### config.mk
export PLATFORM = sky130hd
export DESIGN_NAME = pipe_front_ctrl
export DESIGN_NICKNAME = d
export VERILOG_FILES = /design/src/rtl/pipe_front_ctrl.sv
export SDC_FILE = /design/constraint.sdc
export NUM_CORES = 1
export LEC_CHECK = 0
export ABC_AREA = 1
export CELL_PAD_IN_SITES_DETAIL_PLACEMENT = 0
export CELL_PAD_IN_SITES_GLOBAL_PLACEMENT = 1
export CORE_AREA = 4 4 119 206
export DETAILED_ROUTE_END_ITERATION = 8
export DIE_AREA = 0 0 123 210
export PLACE_DENSITY = 0.8
export SYNTH_ARGS = -nofsm -noshare
export SYNTH_HDL_FRONTEND = slang
export SYNTH_SLANG_ARGS = --single-unit
### constraint.sdc
create_clock -name clk_i -period 1.59 [get_ports clk_i]
set_input_delay 0.3975 -clock clk_i [delete_from_list [all_inputs] [get_ports clk_i]]
set_output_delay 0.3975 -clock clk_i [all_outputs]
set_load 0.01 [all_outputs]
### src/rtl/pipe_front_ctrl.sv
// ============================================================================
// Module      : pipe_front_ctrl
// Description : PC register, IF/ID and ID/EX-control pipeline registers with
//               hazard hold/flush handling and saturating stall/flush counters.
// Revision    : 1.0 - initial release
// ============================================================================
`default_nettype none

module pipe_front_ctrl #(
  parameter logic [31:0] RESET_PC = 32'h0000_0000,
  parameter int          CNT_W    = 16
) (
  input  logic             clk_i,
  input  logic             rst_i,
  input  logic             start_i,
  input  logic             PCWrite_i,
  input  logic             Stall_i,
  input  logic             NoOp_i,
  input  logic             Flush_i,
  input  logic [31:0]      BranchTarget_i,
  input  logic [31:0]      Instr_i,
  input  logic [6:0]       Ctrl_i,
  output logic [31:0]      PC_o,
  output logic [31:0]      IFID_PC_o,
  output logic [31:0]      IFID_Instr_o,
  output logic             IFID_Valid_o,
  output logic [6:0]       IDEX_Ctrl_o,
  output logic [CNT_W-1:0] StallCnt_o,
  output logic [CNT_W-1:0] FlushCnt_o
);

  localparam logic [CNT_W-1:0] CNT_MAX = '1;

  logic hold;
  logic redirect;

  // A branch seen during a hold is dropped; ID re-resolves it next cycle.
  assign hold     = Stall_i | PCWrite_i;
  assign redirect = Flush_i & ~hold;

  always_ff @(posedge clk_i) begin
    if (rst_i) begin
      PC_o <= RESET_PC;
    end else if (!hold && start_i) begin
      PC_o <= redirect ? BranchTarget_i : PC_o + 32'd4;
    end
  end

  always_ff @(posedge clk_i) begin
    if (rst_i) begin
      IFID_PC_o    <= 32'h0;
      IFID_Instr_o <= 32'h0;
      IFID_Valid_o <= 1'b0;
    end else if (Stall_i) begin
      IFID_PC_o    <= IFID_PC_o;
    end else if (redirect) begin
      IFID_Instr_o <= 32'h0;
      IFID_Valid_o <= 1'b0;
    end else begin
      IFID_PC_o    <= PC_o;
      IFID_Instr_o <= start_i ? Instr_i : 32'h0;
      IFID_Valid_o <= start_i;
    end
  end

  always_ff @(posedge clk_i) begin
    if (rst_i) begin
      IDEX_Ctrl_o <= 7'h0;
    end else if (NoOp_i || !IFID_Valid_o) begin
      IDEX_Ctrl_o <= 7'h0;
    end else begin
      IDEX_Ctrl_o <= Ctrl_i;
    end
  end

  always_ff @(posedge clk_i) begin
    if (rst_i) begin
      StallCnt_o <= '0;
      FlushCnt_o <= '0;
    end else begin
      if (Stall_i && (StallCnt_o != CNT_MAX)) begin
        StallCnt_o <= StallCnt_o + CNT_W'(1);
      end
      if (redirect && (FlushCnt_o != CNT_MAX)) begin
        FlushCnt_o <= FlushCnt_o + CNT_W'(1);
      end
    end
  end

endmodule

`default_nettype wire

==> impl_metrics.env, run 1 <==
export IMPL_syn_area_um2=6510
export IMPL_yosysWarnings=0
export IMPL_worstSetupStartpoint="PC_o[15]"
export IMPL_cts_max_path_buffers=2
export IMPL_ys_seq_area_share_pct=41.8
export IMPL_setup_slack_ns=0.0430
export IMPL_firstDrtPassIters=4
export IMPL_dp_hpwl_um=19100
export IMPL_cts_tree="built"
export IMPL_design_die_area_um2=25800
export IMPL_placedCellCount=1531
export IMPL_tightest_slew_ns=0.385
export IMPL_via_per_inst=4.56
export IMPL_drive_gt1_share_pct=20.8
export IMPL_path_cells="buf_4 > clkdlybuf4s15_2"
export IMPL_avgRoutedWirePerCell_um=15.7
export IMPL_grt_max_degree=44
export IMPL_p_per_area_nw_per_um2=821
export IMPL_avgSynthCellArea_um2=6.85
export IMPL_cts_sinks=136
export IMPL_grt_pass1_wl_um=37100
export IMPL_cap_violations=0
export IMPL_synthCells=951
export IMPL_hold_violations=0
export IMPL_synth_distinct_cells=41
export IMPL_path_max_fanout=3
export IMPL_start_kind="register"
export IMPL_skew_ns=0.00637
export IMPL_post_place_ws_ns=-0.414
export IMPL_crit_arrival_ns=1.15
export IMPL_root_buffer="clkbuf_16"
export IMPL_synth_edf_count=0
export IMPL_multi_input_area_um2=3370
export IMPL_grt_pass1_vias=6853
export IMPL_synth_nets=1032
export IMPL_worstSetupPathType="reg -> out"
export IMPL_setup_violations=0
export IMPL_drtAntennaViolNets=0
export IMPL_met1_usage_pct=20.5
export IMPL_crit_slowest_cell="dfxtp_2"
export IMPL_regArea_um2=2770
export IMPL_via_count=7134
export IMPL_portBuffers=213
export IMPL_ys_ff_latch=136
export IMPL_hp_class="in -> reg"
export IMPL_slowest_delay_ns=0.35
export IMPL_syn_to_final_growth_pct=60.0
export IMPL_worstPathRequired_ns=1.19
export IMPL_end_kind="output port"
export IMPL_path_buf_inv=2
export IMPL_place_congestion=0.867
export IMPL_critical_path_top_delay_family="buffers and inverters"
export IMPL_min_delay_start="rst_i"
export IMPL_drc=0
export IMPL_antenna_found_initial=0
export IMPL_async_flop_share_pct=0
export IMPL_insertion_delay_ns=0.43
export IMPL_globalRouteMet2Util_pct=34.7
export IMPL_holdWs_ns=0.439
export IMPL_core_um2=22700
export IMPL_period_minus_slack_ns=1.55
export IMPL_slew_violations=0
export IMPL_grt_busiest_layer="met2"
export IMPL_fillCellCount=2336
export IMPL_die_height_um=210
export IMPL_status="finished, final reports clean"
export IMPL_hold_depth=3
export IMPL_irDropWorstVdd_mv=0.609
export IMPL_io_pins=214
export IMPL_reg2reg_from="StallCnt_o[1]"
export IMPL_grtUsageMet3_pct=3.38
export IMPL_first_iter_violations=386
export IMPL_timing_fmax_mhz=646
export IMPL_r2r_cells=10
export IMPL_cp_depth=2
export IMPL_hold_buffers=0
export IMPL_wl_um=24600
export IMPL_rows=73
export IMPL_cts_buffers=17
export IMPL_instances_no_fill=1566
export IMPL_finalCritPeriodShare_pct=97.3
export IMPL_globalRouteTotalUtil_pct=18.8
export IMPL_ctsHtreeMaxLevel=4
export IMPL_start_util_pct=28.6
export IMPL_power_leakage_nw=4.58
export IMPL_globalRouteOverflowTotal=0
export IMPL_path_clk_slew_ns=0.06
export IMPL_slew_headroom_pct=74.4
export IMPL_nets=1334
export IMPL_synth_ff_type="dfxtp_1"
export IMPL_rsz0062_at_grt="true"
export IMPL_die_x_um=123
export IMPL_n_antenna_cell=0
-- flip-flops by register name (all words and copies together) (netlist names) --
| register | cells |
|---|---|
| IFID_PC_o | 32 |
| IFID_Instr_o | 32 |
| PC_o | 32 |
| IDEX_Ctrl_o | 7 |
| StallCnt_o | 16 |
| FlushCnt_o | 16 |
| IFID_Valid_o | 1 |
-- worst paths after layout --
path	to	slack, ns
max	PC_o[15]	0.04
min reg2reg	IFID_Instr_o[8]	0.48
min	StallCnt_o[8]	0.44
max reg2reg	StallCnt_o[7]	0.10
-- layer usage --
metal  vias to the layer above  wire length, um
met2                       185            13300
met3                        47              967
met5                         -                0
met1                      3221             9420
li1                       3681                -
met4                         0              959
-- what timing repair did --
item / 4_1_cts / 5_1_grt
gates cloned: 0 / 0
gates resized for setup: 203 / 71
endpoints found under the setup margin: 153 / 80
setup buffers: 0 / 3
pin swaps: 1 / 12
-- per-stage QoR --
step / util, % / area [um2] / TNS [ns] / power [mW]
2_1_floorplan: - / 6520 / -0.0130 / 4.03
4_1_cts: 45.1 / 10200 / 0 / 8.67
5_1_grt: 45.8 / 10400 / -0.0512 / 8.92
6_report: 45.8 / 10400 / 0 / 8.56
3_3_place_gp: 42.8 / 9730 / -38.94 / 4.67
3_5_place_dp: 42.8 / 9730 / -43.03 / 4.68
-- cells by family after synthesis --
kind of cell    after synthesis  synth area share (%)
simple gates                464                  30.8
compound gates              186                  15.4
buf+inv                     145                  9.18
flops                       136                  41.8
xor+xnor                     17                  2.29
fa+ha+maj                     3                 0.576
-- Yosys cell counts, types with 2 or more instances --
cell type  count  area (um2)
buf_2         15        75.1
buf_1          3        11.3
nand4_1        6        37.5
ha_1           3        37.5
o21bai_1       2        15.0
nor3_1        16        80.1
a21oi_1       61         305
xnor2_1        6        52.6
nand3b_1       2        15.0
dfxtp_1      136        2720
inv_1         98         368
nor2_1       140         526
o21ai_1        6        30.0
nand3_1       74         370
xor2_1        11        96.3
clkbuf_1      20        75.1
and3_1         2        12.5
a21oi_2        7        61.3
o211ai_1       4        30.0
nor2_4         3        33.8
o21ai_0       95         475
inv_2          4        15.0
nand2_1      195         732
nand2_2       10        62.6
a211oi_1       8        60.1
nor2_2         9        56.3
-- area by class of cell --
cell class                      count  share of cell area (%)
Clock buffer                       19                    4.35
Tap cell                          300                    3.60
Multi-Input combinational cell    670                    32.3
Clock inverter                     13                    1.38
Sequential cell                   136                    26.6
Timing Repair Buffer              325                    28.0
Inverter                          103                    3.76
-- layout by cell type (no fill, tap or decap), drive strengths merged, types with 2 or more instances in the layout --
cell	synthesis	final
o21bai	2	2
nand3b	3	3
nand4	6	6
clkbuf	21	27
ha	3	3
o211ai	4	4
clkinvlp	0	4
nor2	152	152
xor2	11	11
clkdlybuf4s50	0	75
clkdlybuf4s15	0	22
a21oi	68	68
and3	2	2
clkinv	0	4
dlygate4sd2	0	104
inv	103	106
nand3	75	75
a211oi	8	8
o21ai	101	101
nand2	206	206
nor3	18	18
xnor2	6	6
buf	21	115
dfxtp	136	136
bufinv	0	2
-- report_power, final --
part,internal (mW),switching [mW],total (mW)
combinational,0.474,0.477,0.951
sequential,3.52,0.0688,3.59
clock,2.40,1.62,4.02
-- worst register-to-register path, cell delays in order, from the launching register on --
cell and delay, ns:
dfxtp_1 0.33, ha_2 0.18, nand2_2 0.08, nor2_4 0.10
nand2_2 0.07, nand3b_4 0.16, nand2_4 0.09, inv_1 0.06
buf_4 0.16, nand2_1 0.08, a21oi_2 0.05
(Power assumes the default switching activity.)
==> run 2: changes to the inputs <==
clock period = 1.2 ns   (was 1.59 ns; I/O delays follow)
==> impl_metrics.env, run 2 (synthesis results as in run 1) <==
export IMPL_portBuffers=213
export IMPL_setup_slack_ns=-0.331
export IMPL_min_delay_start="Flush_i"
export IMPL_grt_pass1_vias=8190
export IMPL_timing_fmax_mhz=653
export IMPL_tightest_slew_ns=0.346
export IMPL_violations="negative setup slack"
export IMPL_nets=1476
export IMPL_hp_class="in -> reg"
export IMPL_final_cell_mix="204 x buf_6, 157 x buf_4, 146 x nand2_1"
export IMPL_path_clk_slew_ns=0.07
export IMPL_ctsHtreeMaxLevel=4
export IMPL_top_regs="IFID_Instr_o (32), IFID_PC_o (32), PC_o (32)"
export IMPL_switching_share_pct=26.8
export IMPL_power_leakage_nw=5.68
export IMPL_root_buffer="clkbuf_16"
export IMPL_place_congestion=0.906
export IMPL_hold_buffers=0
export IMPL_hold_violations=0
export IMPL_post_place_ws_ns=-0.642
export IMPL_grt_max_degree=34
export IMPL_placedCellCount=1603
export IMPL_cts_max_path_buffers=2
export IMPL_worstSetupStartpoint="PC_o[3]"
export IMPL_cts_tree="built"
export IMPL_pwr_share_seq_pct=40.5
export IMPL_syn_to_final_growth_pct=102
export IMPL_worstSetupPathType="reg -> reg"
export IMPL_cap_violations=0
export IMPL_core_um2=22700
export IMPL_globalRouteTotalUtil_pct=21.2
export IMPL_period_minus_slack_ns=1.53
export IMPL_drc=0
export IMPL_status="finished with violations"
export IMPL_firstDrtPassIters=5
export IMPL_antenna_found_initial=1
export IMPL_avgRoutedWirePerCell_um=16.7
export IMPL_dp_hpwl_um=20100
export IMPL_drtAntennaViolNets=0
export IMPL_slew_headroom_pct=76.9
export IMPL_first_iter_violations=352
export IMPL_drive_gt1_share_pct=53.6
export IMPL_via_count=8025
export IMPL_internal_power_mw=8.61
export IMPL_p_sw_mw=3.16
export IMPL_design_die_area_um2=25800
export IMPL_rows=73
export IMPL_path_max_fanout=4
export IMPL_end_kind="register"
export IMPL_worstPathRequired_ns=1.52
export IMPL_wl_um=28500
export IMPL_rsz0062_at_grt="true"
export IMPL_utilization_pct=57.9
export IMPL_p_per_area_nw_per_um2=894
export IMPL_slew_violations=0
export IMPL_die_x_um=123
export IMPL_cts_sinks=136
export IMPL_skew_ns=0.0109
export IMPL_crit_arrival_ns=1.85
export IMPL_clkPwrFrac_pct=44.8
export IMPL_pwr_share_comb_pct=14.6
export IMPL_finalCritPeriodShare_pct=128
export IMPL_irDropWorstVdd_mv=0.813
export IMPL_insertion_delay_ns=0.43
export IMPL_io_pins=214
export IMPL_grt_pass1_wl_um=42300
export IMPL_start_util_pct=28.6
export IMPL_start_kind="register"
export IMPL_via_per_inst=4.70
export IMPL_globalRouteOverflowTotal=0
export IMPL_die_height_um=210
export IMPL_cts_buffers=17
export IMPL_reg2reg_from="PC_o[3]"
export IMPL_instances_no_fill=1709
export IMPL_mostFrequentLayoutCell="buf_6"
export IMPL_setup_violations=117
[run 2: power by group through the flow]
stage,Combinational (mW),Sequential [mW],Clock (mW)
final,1.72,4.77,5.27
after global routing,1.85,4.78,5.58
after CTS,1.61,4.77,5.36
after floorplan,0.511,4.91,0
after detailed placement,1.45,4.85,0
after global placement,1.44,4.84,0
[run 2: what timing repair did]
item | in CTS | in global routing
resized for setup | 969 | 126
pin swaps | 78 | 65
cloned | 2 | 4
endpoints found under the setup margin | 263 | 243
setup buffers | 45 | 37
[run 2: per-stage QoR]
step | power (mW) | hold slack (ns) | area [um2] | setup TNS (ns)
2_1_floorplan | 5.42 | 0.412 | 6950 | -9.06
5_1_grt | 12.2 | 0.264 | 13200 | -23.98
3_3_place_gp | 6.29 | 0.463 | 10700 | -69.74
4_1_cts | 11.7 | 0.290 | 12500 | -17.12
6_report | 11.8 | 0.259 | 13200 | -16.81
3_5_place_dp | 6.29 | 0.465 | 10700 | -72.95
[run 2: layer usage]
layer,vias to the layer above,track usage (%),routed length (um)
met4,0,11.6,1580
met1,3742,20.0,9320
met5,-,0,0
met2,235,40.4,16100
li1,3982,-,-
met3,66,5.40,1480
[run 2: final timing paths]
kind	to	slack, ns	cells past startpoint
max reg2reg	PC_o[20]	-0.33	11
min reg2reg	IFID_Instr_o[24]	0.47	2
max	PC_o[20]	-0.33	11
min	PC_o[2]	0.26	3
[run 2: worst max-delay path, stage by stage (launching register included)]
cell,delay (ns)
dfxtp_4,0.39
ha_4,0.15
nand2_4,0.06
nor2_4,0.17
buf_4,0.17
nand3_4,0.09
nor2_1,0.09
nand2_1,0.06
nand2_1,0.08
nand2_1,0.05
nand2_1,0.07
a21oi_2,0.05
[run 2: layout make-up]
class                      instances  area (um2)
clock buffer                      21         493
timing repair buffer             467        4730
sequential                       136        2960
clock inverter                    11        96.3
multi-input combinational        670        4080
tap                              300         375
inverter                         103         420
fill                            2025        9580
antenna                            1        2.50
